--- src/rtl/quad_pkg.sv ---
// Shared quadrature definitions: Gray phase codes, direction encoding and the
// emulator FSM states. The decoder imports the same package so both agree on direction.
package quad_pkg;

  localparam logic [1:0] PH_00 = 2'b00;
  localparam logic [1:0] PH_01 = 2'b01;
  localparam logic [1:0] PH_11 = 2'b11;
  localparam logic [1:0] PH_10 = 2'b10;

  localparam logic DIR_FWD = 1'b1;
  localparam logic DIR_REV = 1'b0;

  typedef enum logic {
    IDLE = 1'b0,
    RUN  = 1'b1
  } state_t;

endpackage

--- src/rtl/quad_phase_step.sv ---
// Next Gray phase {a,b} for one quadrature edge in the given direction.
// Forward walks 00->01->11->10->00; reverse walks the same ring backwards.
module quad_phase_step
  import quad_pkg::*;
(
  input  logic [1:0] phase_i,
  input  logic       dir_i,
  output logic [1:0] phase_o
);

  logic fwd;

  assign fwd = (dir_i == DIR_FWD);

  always_comb begin
    phase_o = PH_00;
    case (phase_i)
      PH_00: phase_o = fwd ? PH_01 : PH_10;
      PH_01: phase_o = fwd ? PH_11 : PH_00;
      PH_11: phase_o = fwd ? PH_10 : PH_01;
      PH_10: phase_o = fwd ? PH_00 : PH_11;
    endcase
  end

endmodule

--- src/rtl/quad_encoder_emulator.sv ---
// Rotary-encoder emulator: emits cmd_steps Gray edges every cmd_period clocks and
// tracks the wrapped position. Define QENC_INDEX_EN to add the CPR index output enc_z.
//
// Command handshake: a command transfers on a rising clk_50M edge where
// cmd_valid and cmd_ready are both 1; cmd_valid may be held across cycles and
// the command fields must stay stable while it is high and unaccepted.
module quad_encoder_emulator
  import quad_pkg::*;
#(
  parameter int CNT_W = 20,
  parameter int DIV_W = 16
`ifdef QENC_INDEX_EN
  ,
  parameter int CPR   = 1024
`endif
) (
  input  logic             clk_50M,
  input  logic             reset,
  input  logic             cmd_valid,
  output logic             cmd_ready,
  input  logic             cmd_dir,
  input  logic [CNT_W-1:0] cmd_steps,
  input  logic [DIV_W-1:0] cmd_period,
  input  logic             abort,
  output logic             enc_a,
  output logic             enc_b,
  output logic             busy,
  output logic             done,
  output logic [CNT_W-1:0] position,
`ifdef QENC_INDEX_EN
  output logic             enc_z,
`endif
  output logic             fsm_state_o
);

  state_t           state_q;
  logic [1:0]       phase_q;
  logic [1:0]       phase_d;
  logic             dir_q;
  logic [CNT_W-1:0] rem_q;
  logic [CNT_W-1:0] position_q;
  logic [DIV_W-1:0] period_q;
  logic [DIV_W-1:0] div_q;
  logic             busy_q;
  logic             done_q;
  logic             ready_q;

  logic [DIV_W-1:0] period_eff;
  logic             edge_now;

  // A zero period would stall the divider forever, so it runs as one clock.
  assign period_eff = (cmd_period == '0) ? DIV_W'(1) : cmd_period;
  assign edge_now   = (state_q == RUN) && !abort && (div_q == DIV_W'(1));

  quad_phase_step u_phase_step (
    .phase_i (phase_q),
    .dir_i   (dir_q),
    .phase_o (phase_d)
  );

  always_ff @(posedge clk_50M) begin
    if (!reset) begin
      state_q    <= IDLE;
      phase_q    <= PH_00;
      dir_q      <= DIR_FWD;
      rem_q      <= '0;
      position_q <= '0;
      period_q   <= '0;
      div_q      <= '0;
      busy_q     <= 1'b0;
      done_q     <= 1'b0;
      ready_q    <= 1'b1;
    end else begin
      done_q <= 1'b0;
      case (state_q)
        IDLE: begin
          if (cmd_valid && ready_q) begin
            if (cmd_steps == '0) begin
              done_q <= 1'b1;
            end else begin
              dir_q    <= cmd_dir;
              rem_q    <= cmd_steps;
              period_q <= period_eff;
              div_q    <= period_eff;
              busy_q   <= 1'b1;
              ready_q  <= 1'b0;
              state_q  <= RUN;
            end
          end
        end
        RUN: begin
          if (abort) begin
            // Abort beats a coinciding edge; phase and position hold.
            busy_q  <= 1'b0;
            ready_q <= 1'b1;
            state_q <= IDLE;
          end else if (edge_now) begin
            phase_q    <= phase_d;
            position_q <= (dir_q == DIR_REV) ? position_q - 1'b1 : position_q + 1'b1;
            rem_q      <= rem_q - 1'b1;
            div_q      <= period_q;
            if (rem_q == CNT_W'(1)) begin
              busy_q  <= 1'b0;
              done_q  <= 1'b1;
              ready_q <= 1'b1;
              state_q <= IDLE;
            end
          end else begin
            div_q <= div_q - 1'b1;
          end
        end
        default: state_q <= IDLE;
      endcase
    end
  end

  assign enc_a       = phase_q[1];
  assign enc_b       = phase_q[0];
  assign busy        = busy_q;
  assign done        = done_q;
  assign cmd_ready   = ready_q;
  assign position    = position_q;
  assign fsm_state_o = state_q;

`ifdef QENC_INDEX_EN
  localparam int IDX_W = (CPR > 1) ? $clog2(CPR) : 1;

  logic [IDX_W-1:0] idx_q;
  logic [IDX_W-1:0] idx_d;
  logic [1:0]       phase_nx;
  logic             enc_z_q;

  always_comb begin
    idx_d    = idx_q;
    phase_nx = phase_q;
    if (edge_now) begin
      phase_nx = phase_d;
      if (dir_q == DIR_REV) begin
        idx_d = (idx_q == '0) ? IDX_W'(CPR - 1) : idx_q - 1'b1;
      end else begin
        idx_d = (idx_q == IDX_W'(CPR - 1)) ? '0 : idx_q + 1'b1;
      end
    end
  end

  // enc_z is registered from the values the phase and index take this edge.
  always_ff @(posedge clk_50M) begin
    if (!reset) begin
      idx_q   <= '0;
      enc_z_q <= 1'b1;
    end else begin
      idx_q   <= idx_d;
      enc_z_q <= (idx_d == '0) && (phase_nx == PH_00);
    end
  end

  assign enc_z = enc_z_q;
`endif

endmodule

--- config.mk ---
export PLATFORM = sky130hd
export DESIGN_NAME = quad_encoder_emulator
export DESIGN_NICKNAME = d
export VERILOG_FILES = /design/src/rtl/quad_pkg.sv /design/src/rtl/quad_phase_step.sv /design/src/rtl/quad_encoder_emulator.sv
export SDC_FILE = /design/constraint.sdc
export NUM_CORES = 1
export LEC_CHECK = 0
export CAP_MARGIN = 20
export CORE_UTILIZATION = 55
export CTS_BUF_LIST = sky130_fd_sc_hd__clkbuf_4
export DETAILED_ROUTE_END_ITERATION = 10
export GPL_TIMING_DRIVEN = 0
export PLACE_DENSITY = 0.83
export REMOVE_ABC_BUFFERS = 1
export SLEW_MARGIN = 40
export SYNTH_ARGS = -nofsm -noshare
export SYNTH_HDL_FRONTEND = slang
export SYNTH_SLANG_ARGS = --single-unit
--- constraint.sdc ---
create_clock -name clk_50M -period 4.99 [get_ports clk_50M]
set_clock_uncertainty 0.2 [all_clocks]
set_input_delay 0.998 -clock clk_50M [delete_from_list [all_inputs] [get_ports clk_50M]]
set_output_delay 0.998 -clock clk_50M [all_outputs]
set_load 0.1 [all_outputs]
# After elaboration in Yosys (flattened, before gate mapping)
# Cells that the tools add are included.
[classes]
addsub = 4
multipliers = 0
n_div = 0
order_cmp = 0
eq_ne = 11
n_shift = 0
muxes = 41
bitwise_logic = 3
reduce_logical = 12
[ops]
columns = ["cell", "n"]
rows = [
  ["$mux 20", 5],
  ["$mux 16", 5],
  ["$pmux 20 s2", 1],
  ["$sub 20x1->20 const B", 2],
  ["$pmux 16 s2", 1],
  ["$add 20x1->20 const B", 1],
  ["$eq 20x1->1 const B", 1],
  ["$logic_not 20->1", 1],
  ["$mux 1", 20],
  ["$eq 16x1->1 const B", 1],
  ["$logic_not 16->1", 1],
  ["$sub 16x1->16 const B", 1],
  ["$reduce_and 3->1", 3],
  ["$mux 2", 4],
  ["$pmux 1 s2", 4],
  ["$pmux 2 s4", 1],
  ["$reduce_and 4->1", 2],
  ["$ne 2x2->1 const B", 3],
  ["$ne 3x2->1 const B", 2],
  ["$eq 2x2->1 const B", 2],
  ["$logic_and 1x1->1", 3],
  ["$not 1->1", 3],
  ["$eq 2x1->1 const B", 1],
  ["$logic_not 2->1", 1],
  ["2 further kinds", 2],
]
[word_totals]
ff_bits = 79
latch_bits = 0
mem_bits_rw = 0
rom_bits = 0
inputBits = 41
output_inout_bits = 26
word_cells = 81
mem_count = 0

# Longest topological paths before layout
# Gate-level depths: netlist of run 1.
[depth]
word_depth = 6
ltp_mapped = 11
depth_no_buf = 9

# By module
# Synthesis of run 1 repeated with hierarchy kept, for this count alone.
[hier_totals]
hier_cells = 649
area_unflattened_um2 = 5103.6
[by_module_without_submodules]
columns = ["module", "n_inst", "cells_per_inst", "area_each_um2", "seq_area_each_um2"]
rows = [
  ["quad_encoder_emulator", 1, 647, 5086.1, 1581.5],
  ["quad_phase_step", 1, 2, 17.5, 0.0],
]

# Least setup slack after synthesis of run 1
# No wires, ideal clock.
[synth_timing]
path_kind = "reg-to-reg"
startpoint = "register position_q[3], in the netlist position[3]"
endpoint = "register position_q[16], in the netlist position[16]"
setup_time_ns = 0.132
t_arrival_ns = 2.772
required_time_ns = 4.658
setup_slack_ns = 1.886
stages_incl_launch_ff = 9
n_path_buf = 0
synth_period_minus_slack_ns = 3.104
cell_sequence = "dfxtp_1 ha_1 and3_1 a221oi_1 o31a_1 o221ai_1 or3_1 nand3_1 a21oi_1"
[synth_between]
elab_chain_len = 2
word_cells_on_any_way = 3
cone_classes = "2 x add/sub; 1 x mux"
[synth_lines]
columns = ["element", "line_no", "source"]
rows = [
  ["start: declaration", "quad_encoder_emulator.sv:41", "logic [CNT_W-1:0] position_q;"],
  ["start signal: assignment", "quad_encoder_emulator.sv:99", "position_q <= (dir_q == DIR_REV) ? position_q - 1'b1 : position_q + 1'b1;"],
  ["$sub 20x1->20 or $add 20x1->20 (tied branches)", "quad_encoder_emulator.sv:99", ""],
  ["$mux 20 *", "quad_encoder_emulator.sv:99", ""],
]
# Mark *: on every way between the ends. The rest lies on a longest branch, timed or not.
# A chain may end at the register's enable or synchronous reset.

# Worst setup path after layout of run 1
[layout_timing]
startpoint = "input cmd_steps[7]"
endpoint = "register div_q[15]"
[layout_between]
elab_chain_len = 3
[layout_lines]
columns = ["element", "line_no", "source"]
rows = [
  ["start: declaration", "quad_encoder_emulator.sv:22", "input logic [CNT_W-1:0] cmd_steps,"],
  ["$logic_not 20->1", "quad_encoder_emulator.sv:78", "if (cmd_steps == '0) begin"],
  ["$ne 2x2->1 (no source line)", "n/a", ""],
  ["$reduce_and 3->1 (no source line)", "n/a", ""],
  ["end signal: assignment", "quad_encoder_emulator.sv:84", "div_q <= period_eff;"],
  ["end signal: assignment", "quad_encoder_emulator.sv:101", "div_q <= period_q;"],
  ["end signal: assignment", "quad_encoder_emulator.sv:109", "div_q <= div_q - 1'b1;"],
  ["end: declaration", "quad_encoder_emulator.sv:43", "logic [DIV_W-1:0] div_q;"],
]
# No other way between the ends.

==> results.md, run 1 <==
- Post-synth EDFFs: 0
- MaxCap Viol Count: 0
- Largest net degree at the start of global routing: 49
- Non-filler cells, final: 780
- Synth Register Bits: 79
- Worst VDD drop: 0.000160 V
- HPWL after DPL: 8770 um
- R2r setup slk: 1.66 ns
- Yosys warns: 0
- Synth cell types: 64
- Total gr overflow: 0
- Post-synth top area share: 32.7%
- GRT Resource Usage Total: 29.3%
- Busiest metal layer after global routing: met2
- DRT Pass-1 Iters: 5
- Width of the die: 95.8 um
- Grt met1 use: 37.0%
- Reg2reg start: dir_q$_SDFFE_PN1P_
- CTS H-tree lvls: 3
- Placement Cell Area: 5430 um2
- Placed Cells: 764
- Post_cts resized: 0
- R2r worst-path depth: 9
- Layout area overhead: 14.9%
- CTS tree: yes
- Final WS setup: 1.12 ns
- Per-cell routed wire length: 16.4 um
- Met3 usage in global routing: 3.63%
- Core Footprint: 8380 um2
- Top post-synthesis cells by count: 79 x dfxtp_1, 79 x nand2_1, 67 x nor2_1
- CP Max Fanout: 24
- Routed Antenna Nets: 0
- Place WS: 0.756 ns
- Layout cell share with drive strength beyond 1: 9.63%
- Reg area: 1580 um2
- Worst-Skew Late Latency: 0.43 ns
- Fmax: 259 MHz
- Antenna violations before repair: 0
- Area of the multi-input gates: 3080 um2
- RSZ-0062 raised after global routing: no
- Setup crit end: div_q[15]$_SDFFE_PN0P_
- Clk root buf: clkbuf_4
- Worst EP arrival: 3.95 ns
- CP required: 5.07 ns
- Worst Max-Slew Pin Slew: 0.804 ns
- Rows: 33
- Pins Over Slew Limit: 0
- DRC errors left: 0
- Hold Path Depth: 2
- 1st-iter DRT viols: 414
- Critical path startpoint category: input pin
- Chip height: 95.8 um
- Synthesized area: 4840 um2
- Reg clk slew, reported paths: 0.12 ns
- CTS Hold Buffers Added: 0
- Worst Setup SP: cmd_steps[7]
- Postcts setup bufs: 0
- Antenna fix cells: 0
- PwrDens: 271 nW/um2
- CTS sink cnt: 79
- Post-synthesis async set-or-reset flop share: 0%
- Crit share post-route: 77.5%
- Top post-synthesis cells by area: dfxtp_1 33%, nand2_1 6.1%, ha_1 5.7%, a21oi_1 5.6%, nor2_1 5.2%
- IO buf count: 66
- Final number of hold-violating endpoints: 0
- First-pass GRT wire length: 21200 um
- Final instance area: 5560 um2
- Status: completed
- Mean post-synth cell area: 7.74 um2
- Final net count: 735
- Main synth FF type: dfxtp_1
- Total CTS buffers: 9
- Vias: 5009
- Leakage: 2.23 nW
- GRT met2 Usage: 49.6%
- Gate Count Post-Synth: 625
- Synth area leader: dfxtp_1
- Critical Path End Type: flop
- WS Path Type: in -> reg
- Hold Crit Class: reg -> reg
- Post-synthesis sequential area ratio: 32.7%
- Gpl congestion: 0.910
- Vias in the first global route: 4660
- Overall Power: 1.51 mW
- I/O Pins: 67
- Filler instances: 749
- Final wirelength: 12800 um
- Clock Tree Buf Depth: 2
- Max-slew headroom: 46.4%
- Finish-stage setup viols: 0
- DIE AREA: 9180 um2
- Period minus WS final: 3.87 ns
- Reg2reg end: position[16]$_SDFFE_PN0P_
- Starting Density: 57.7%
- Vias per cell: 6.42
[worst min path at each step]
stage	start	end
final	period_q[10]$_SDFFE_PN0P_	period_q[10]$_SDFFE_PN0P_
after global routing	period_q[2]$_SDFFE_PN0P_	period_q[2]$_SDFFE_PN0P_
after CTS	period_q[10]$_SDFFE_PN0P_	period_q[10]$_SDFFE_PN0P_
after detailed placement	period_q[10]$_SDFFE_PN0P_	period_q[10]$_SDFFE_PN0P_
after global placement	period_q[1]$_SDFFE_PN0P_	period_q[1]$_SDFFE_PN0P_
after floorplan	period_q[10]$_SDFFE_PN0P_	period_q[10]$_SDFFE_PN0P_
[worst max-delay path: stages]
cell	delay, ns
clkdlybuf4s50_1	0.45
nor4_1	0.41
nand3_1	0.22
o21bai_1	0.33
nand2b_2	0.51
nand2_1	0.60
o21ai_0	0.35
a31oi_1	0.06
[layer usage]
| layer | routed length (um) | vias up |
|---|---|---|
| li1 | - | 2417 |
| met1 | 5650 | 2355 |
| met2 | 6090 | 208 |
| met3 | 810 | 29 |
| met4 | 278 | 0 |
| met5 | 0 | - |
[cell families (layout without fill, tap and decap cells)]
logic type,after synthesis,in the layout,share of synthesized area (%)
AO/OA/AOI/OAI,191,191,26.6
XOR/XNOR,25,25,4.52
adder cells (fa/ha/maj),23,23,6.10
buffers and inverters,48,98,4.21
flip-flops,79,79,32.7
multiplexers,2,2,0.414
AND/OR/NAND/NOR,257,257,25.4
[final cells by class]
type                    instances  share of cell area (%)
multi-input cells             498                    55.3
flip-flops and latches         79                    28.5
repair buffers                 71                    10.7
well taps                     105                    2.36
clock buffers                  10                    1.35
clock inverters                 5                   0.900
inverters                      12                   0.855
[layout by cell type, fill, tap and decap left out, types with 3 or more instances in the layout]
cell,synthesis,routed
clkbuf_4,0,10
nor2_1,67,67
nand2b_1,5,4
clkdlybuf4s50_1,0,39
or3_1,10,9
o221ai_1,3,3
a22oi_1,14,14
a41oi_1,3,3
and3_1,5,5
a31oi_1,10,10
or4_1,4,4
ha_1,22,22
nand2_1,79,79
xor2_1,12,12
a21o_1,10,10
buf_2,4,28
dfxtp_1,79,78
nor4_1,16,16
o21ai_0,23,23
nor2b_1,5,4
o21ai_1,3,3
o31ai_1,3,3
nand4_1,4,4
nand3_1,25,25
nor3_1,21,20
o211ai_1,16,16
a21oi_1,54,54
clkinv_2,0,4
o31a_1,3,3
xnor2_1,13,13
o21a_1,4,4
a211oi_1,12,12
a221oi_1,7,7
inv_1,12,11
a311oi_1,6,6
[stage by stage]
stage	util [%]	hold slack, ns	TNS [ns]
after floorplan	-	0.236	0
after global placement	65.3	0.243	-1.64
after detailed placement	64.7	0.251	0
after CTS	66.2	0.267	0
after global routing	66.3	0.297	0
final	66.3	0.267	0
[power breakdown]
part	leakage, nW	switching (mW)	internal (mW)
clock	0.0758	0.225	0.153
sequential	0.647	0.0483	0.673
combinational	1.51	0.239	0.167
total	2.23	0.513	0.993
[state kept, by name, summed over array words and instances, names as in the netlist]
| name | cells |
|---|---|
| done | 1 |
| busy | 1 |
| cmd_ready | 1 |
| position | 20 |
| fsm_state_o | 1 |
| rem_q | 20 |
| dir_q | 1 |
| phase_q | 2 |
| div_q | 16 |
| period_q | 16 |
No activity file was read; power rests on OpenSTA's default activity.
==> run 2, diff against run 1 <==
Settings changed: CORE_UTILIZATION 55 to 52, PLACE_DENSITY 0.83 to 0.82.
Clock period 4.99 ns to 3.4 ns, I/O delays scaled along.
==> run 2 against run 1 <==
Final cell count grew 0.77%. Final area is 0.50% higher. Sequential share of layout area down 0.14 points. Global-route usage down 1.9 points. Setup slack worse by 1.1 ns. Highest routed layer unchanged. First-iteration DRC count fell by 30%. Worst hold slack got worse by 0.0032 ns.
==> results.md, run 2 (synthesis results as in run 1) <==
- Routed Antenna Nets: 0 (unchanged)
- Filler instances: 780 (was 749)
- MaxCap Viol Count: 0 (unchanged)
- CTS sink cnt: 79 (unchanged)
- Worst EP arrival: 3.50 ns (was 3.95 ns)
- Sequential power share: 49.9% (was 47.9%)
- Chip height: 98.5 um (was 95.8 um)
- Crit share post-route: 98.8%
- Largest net degree at the start of global routing: 42 (was 49)
- WS Path Type: in -> reg (unchanged)
- Final WS setup: 0.0401 ns (was 1.12 ns)
- RSZ-0062 raised after global routing: no (unchanged)
- Worst VDD drop: 0.000295 V (was 0.000160 V)
- Total gr overflow: 0 (unchanged)
- IO buf count: 66 (unchanged)
- Status: completed (unchanged)
- Vias in the first global route: 4641 (was 4660)
- I/O Pins: 67 (unchanged)
- CP Max Fanout: 26 (was 24)
- Period minus WS final: 3.36 ns
- DIE AREA: 9700 um2 (was 9180 um2)
- Antenna violations before repair: 0 (unchanged)
- DRT Pass-1 Iters: 10 (was 5)
- Per-cell routed wire length: 16.4 um (about the same)
- Logic pwr share: 28.5% (was 27.0%)
- Critical path startpoint category: input pin (unchanged)
- Setup crit end: div_q[6]$_SDFFE_PN0P_ (was div_q[15]$_SDFFE_PN0P_)
- CTS H-tree lvls: 3 (unchanged)
- Final instance area: 5590 um2 (was 5560 um2)
- Vias: 4950 (was 5009)
- Critical Path End Type: flop (unchanged)
- Worst Setup SP: cmd_steps[10] (was cmd_steps[7])
- P_int: 1.38 mW (was 0.993 mW)
- PwrDens: 381 nW/um2 (was 271 nW/um2)
- Finish-stage setup viols: 0 (unchanged)
- Hold Crit Class: reg -> reg (unchanged)
- Layout area overhead: 15.5% (was 14.9%)
- HPWL after DPL: 9050 um (was 8770 um)
- DRC errors left: 0 (unchanged)
- Fmax: 298 MHz
- Max-slew headroom: 45.8% (was 46.4%)
- Reg2reg end: position[16]$_SDFFE_PN0P_ (unchanged)
- CTS Hold Buffers Added: 0 (unchanged)
- Width of the die: 98.5 um (was 95.8 um)
- Final net count: 738 (was 735)
- Hold Path Depth: 2 (unchanged)
- Layout cell share with drive strength beyond 1: 9.73% (was 9.63%)
- Rows: 34 (was 33)
- Worst Max-Slew Pin Slew: 0.810 ns (was 0.804 ns)
- Starting Density: 54.7% (was 57.7%)
- R2r setup slk: 0.27 ns (was 1.66 ns)
- Reg2reg start: dir_q$_SDFFE_PN1P_ (unchanged)
- Vias per cell: 6.30 (was 6.42)
- Place WS: -0.565 ns (was 0.756 ns)
- NetSw: 0.752 mW (was 0.513 mW)
- Hold path startpoint: period_q[10]$_SDFFE_PN0P_ (unchanged)
- Leakage: 2.23 nW (about the same)
- Final number of hold-violating endpoints: 0 (unchanged)
- Gpl congestion: 0.936 (was 0.910)
- Pins Over Slew Limit: 0 (unchanged)
- GRT Resource Usage Total: 27.4% (was 29.3%)
- Clk pwr share: 21.6% (was 25.1%)
- Total CTS buffers: 9 (unchanged)
- Clock Tree Buf Depth: 2 (unchanged)
- Worst-Skew Late Latency: 0.43 ns (about the same)
- Layout Utilization: 63.2% (was 66.3%)
- CTS tree: yes (unchanged)
- Placement Cell Area: 5450 um2 (was 5430 um2)
- 1st-iter DRT viols: 291 (was 414)
- First-pass GRT wire length: 21700 um (was 21200 um)
- Reg clk slew, reported paths: 0.12 ns (about the same)
- R2r worst-path depth: 9 (unchanged)
- Clk root buf: clkbuf_4 (unchanged)
- Core Footprint: 8850 um2 (was 8380 um2)
- Antenna fix cells: 0 (unchanged)
- Worst hold slack: 0.264 ns (was 0.267 ns)
- Most frequent cells in the layout: 78 x nand2_1, 78 x dfxtp_1, 67 x nor2_1 (was 79 x nand2_1, 78 x dfxtp_1, 67 x nor2_1)
- CP required: 3.54 ns (was 5.07 ns)
- Sw Share: 35.3% (was 34.1%)
- Final wirelength: 12900 um (was 12800 um)
- Overall Power: 2.13 mW (was 1.51 mW)
[run 2: final cells by class]
class | count | area, um2 | area share [%]
Clock buffer | 9 | 67.6 | 1.21
Multi-Input combinational cell | 498 | 3090 | 55.2
Sequential cell | 79 | 1580 | 28.3
Clock inverter | 6 | 28.8 | 0.515
Inverter | 12 | 51.3 | 0.918
Timing Repair Buffer | 73 | 631 | 11.3
Timing Repair inverter | 1 | 5.00 | 0.0896
Tap cell | 108 | 135 | 2.42
[run 2: power groups by stage]
stage / sequential (mW) / clock, mW / combinational, mW
after detailed placement: 1.08 / 0 / 0.590
final: 1.06 / 0.460 / 0.606
after global routing: 1.07 / 0.507 / 0.665
after CTS: 1.06 / 0.469 / 0.593
after floorplan: 1.09 / 0 / 0.387
after global placement: 1.08 / 0 / 0.555
[run 2: critical path, cell delays in order]
cell and delay (ns):
clkdlybuf4s50_1 0.44, nor4_1 0.53, nand3_1 0.28, o2111a_2 0.55, a21oi_1 0.64, a21oi_1 0.09, a211oi_1 0.29
[run 2: metrics by stage]
stage / TNS, ns / cells
3_5_place_dp: -8.03 / 768
3_3_place_gp: -62.56 / 763
2_1_floorplan: -25.79 / 589
4_1_cts: 0 / 783
5_1_grt: 0 / 786
6_report: 0 / 786
[run 2: routing by layer]
layer	wire (um)	GRT usage, %	up-vias	part of all wire (%)
met5	0	0	-	0
met2	6180	46.5	193	48
met3	797	5.11	23	6.2
li1	-	-	2420	-
met4	211	8.84	0	1.6
met1	5700	35.4	2314	44
[run 2: worst min-delay path by stage]
| stage | end |
|---|---|
| finish | period_q[10]$_SDFFE_PN0P_ |
| global route | period_q[2]$_SDFFE_PN0P_ |
| CTS | period_q[10]$_SDFFE_PN0P_ |
| floorplan | period_q[10]$_SDFFE_PN0P_ |
| detailed placement | period_q[10]$_SDFFE_PN0P_ |
| global placement | period_q[2]$_SDFFE_PN0P_ |
[run 2: what timing repair did]
item,4_1_cts,5_1_grt
gates cloned,0,1
gates resized for setup,1,3
setup endpoints to repair,14,6
endpoints found under the hold margin,0,0
buffers inserted,0,2
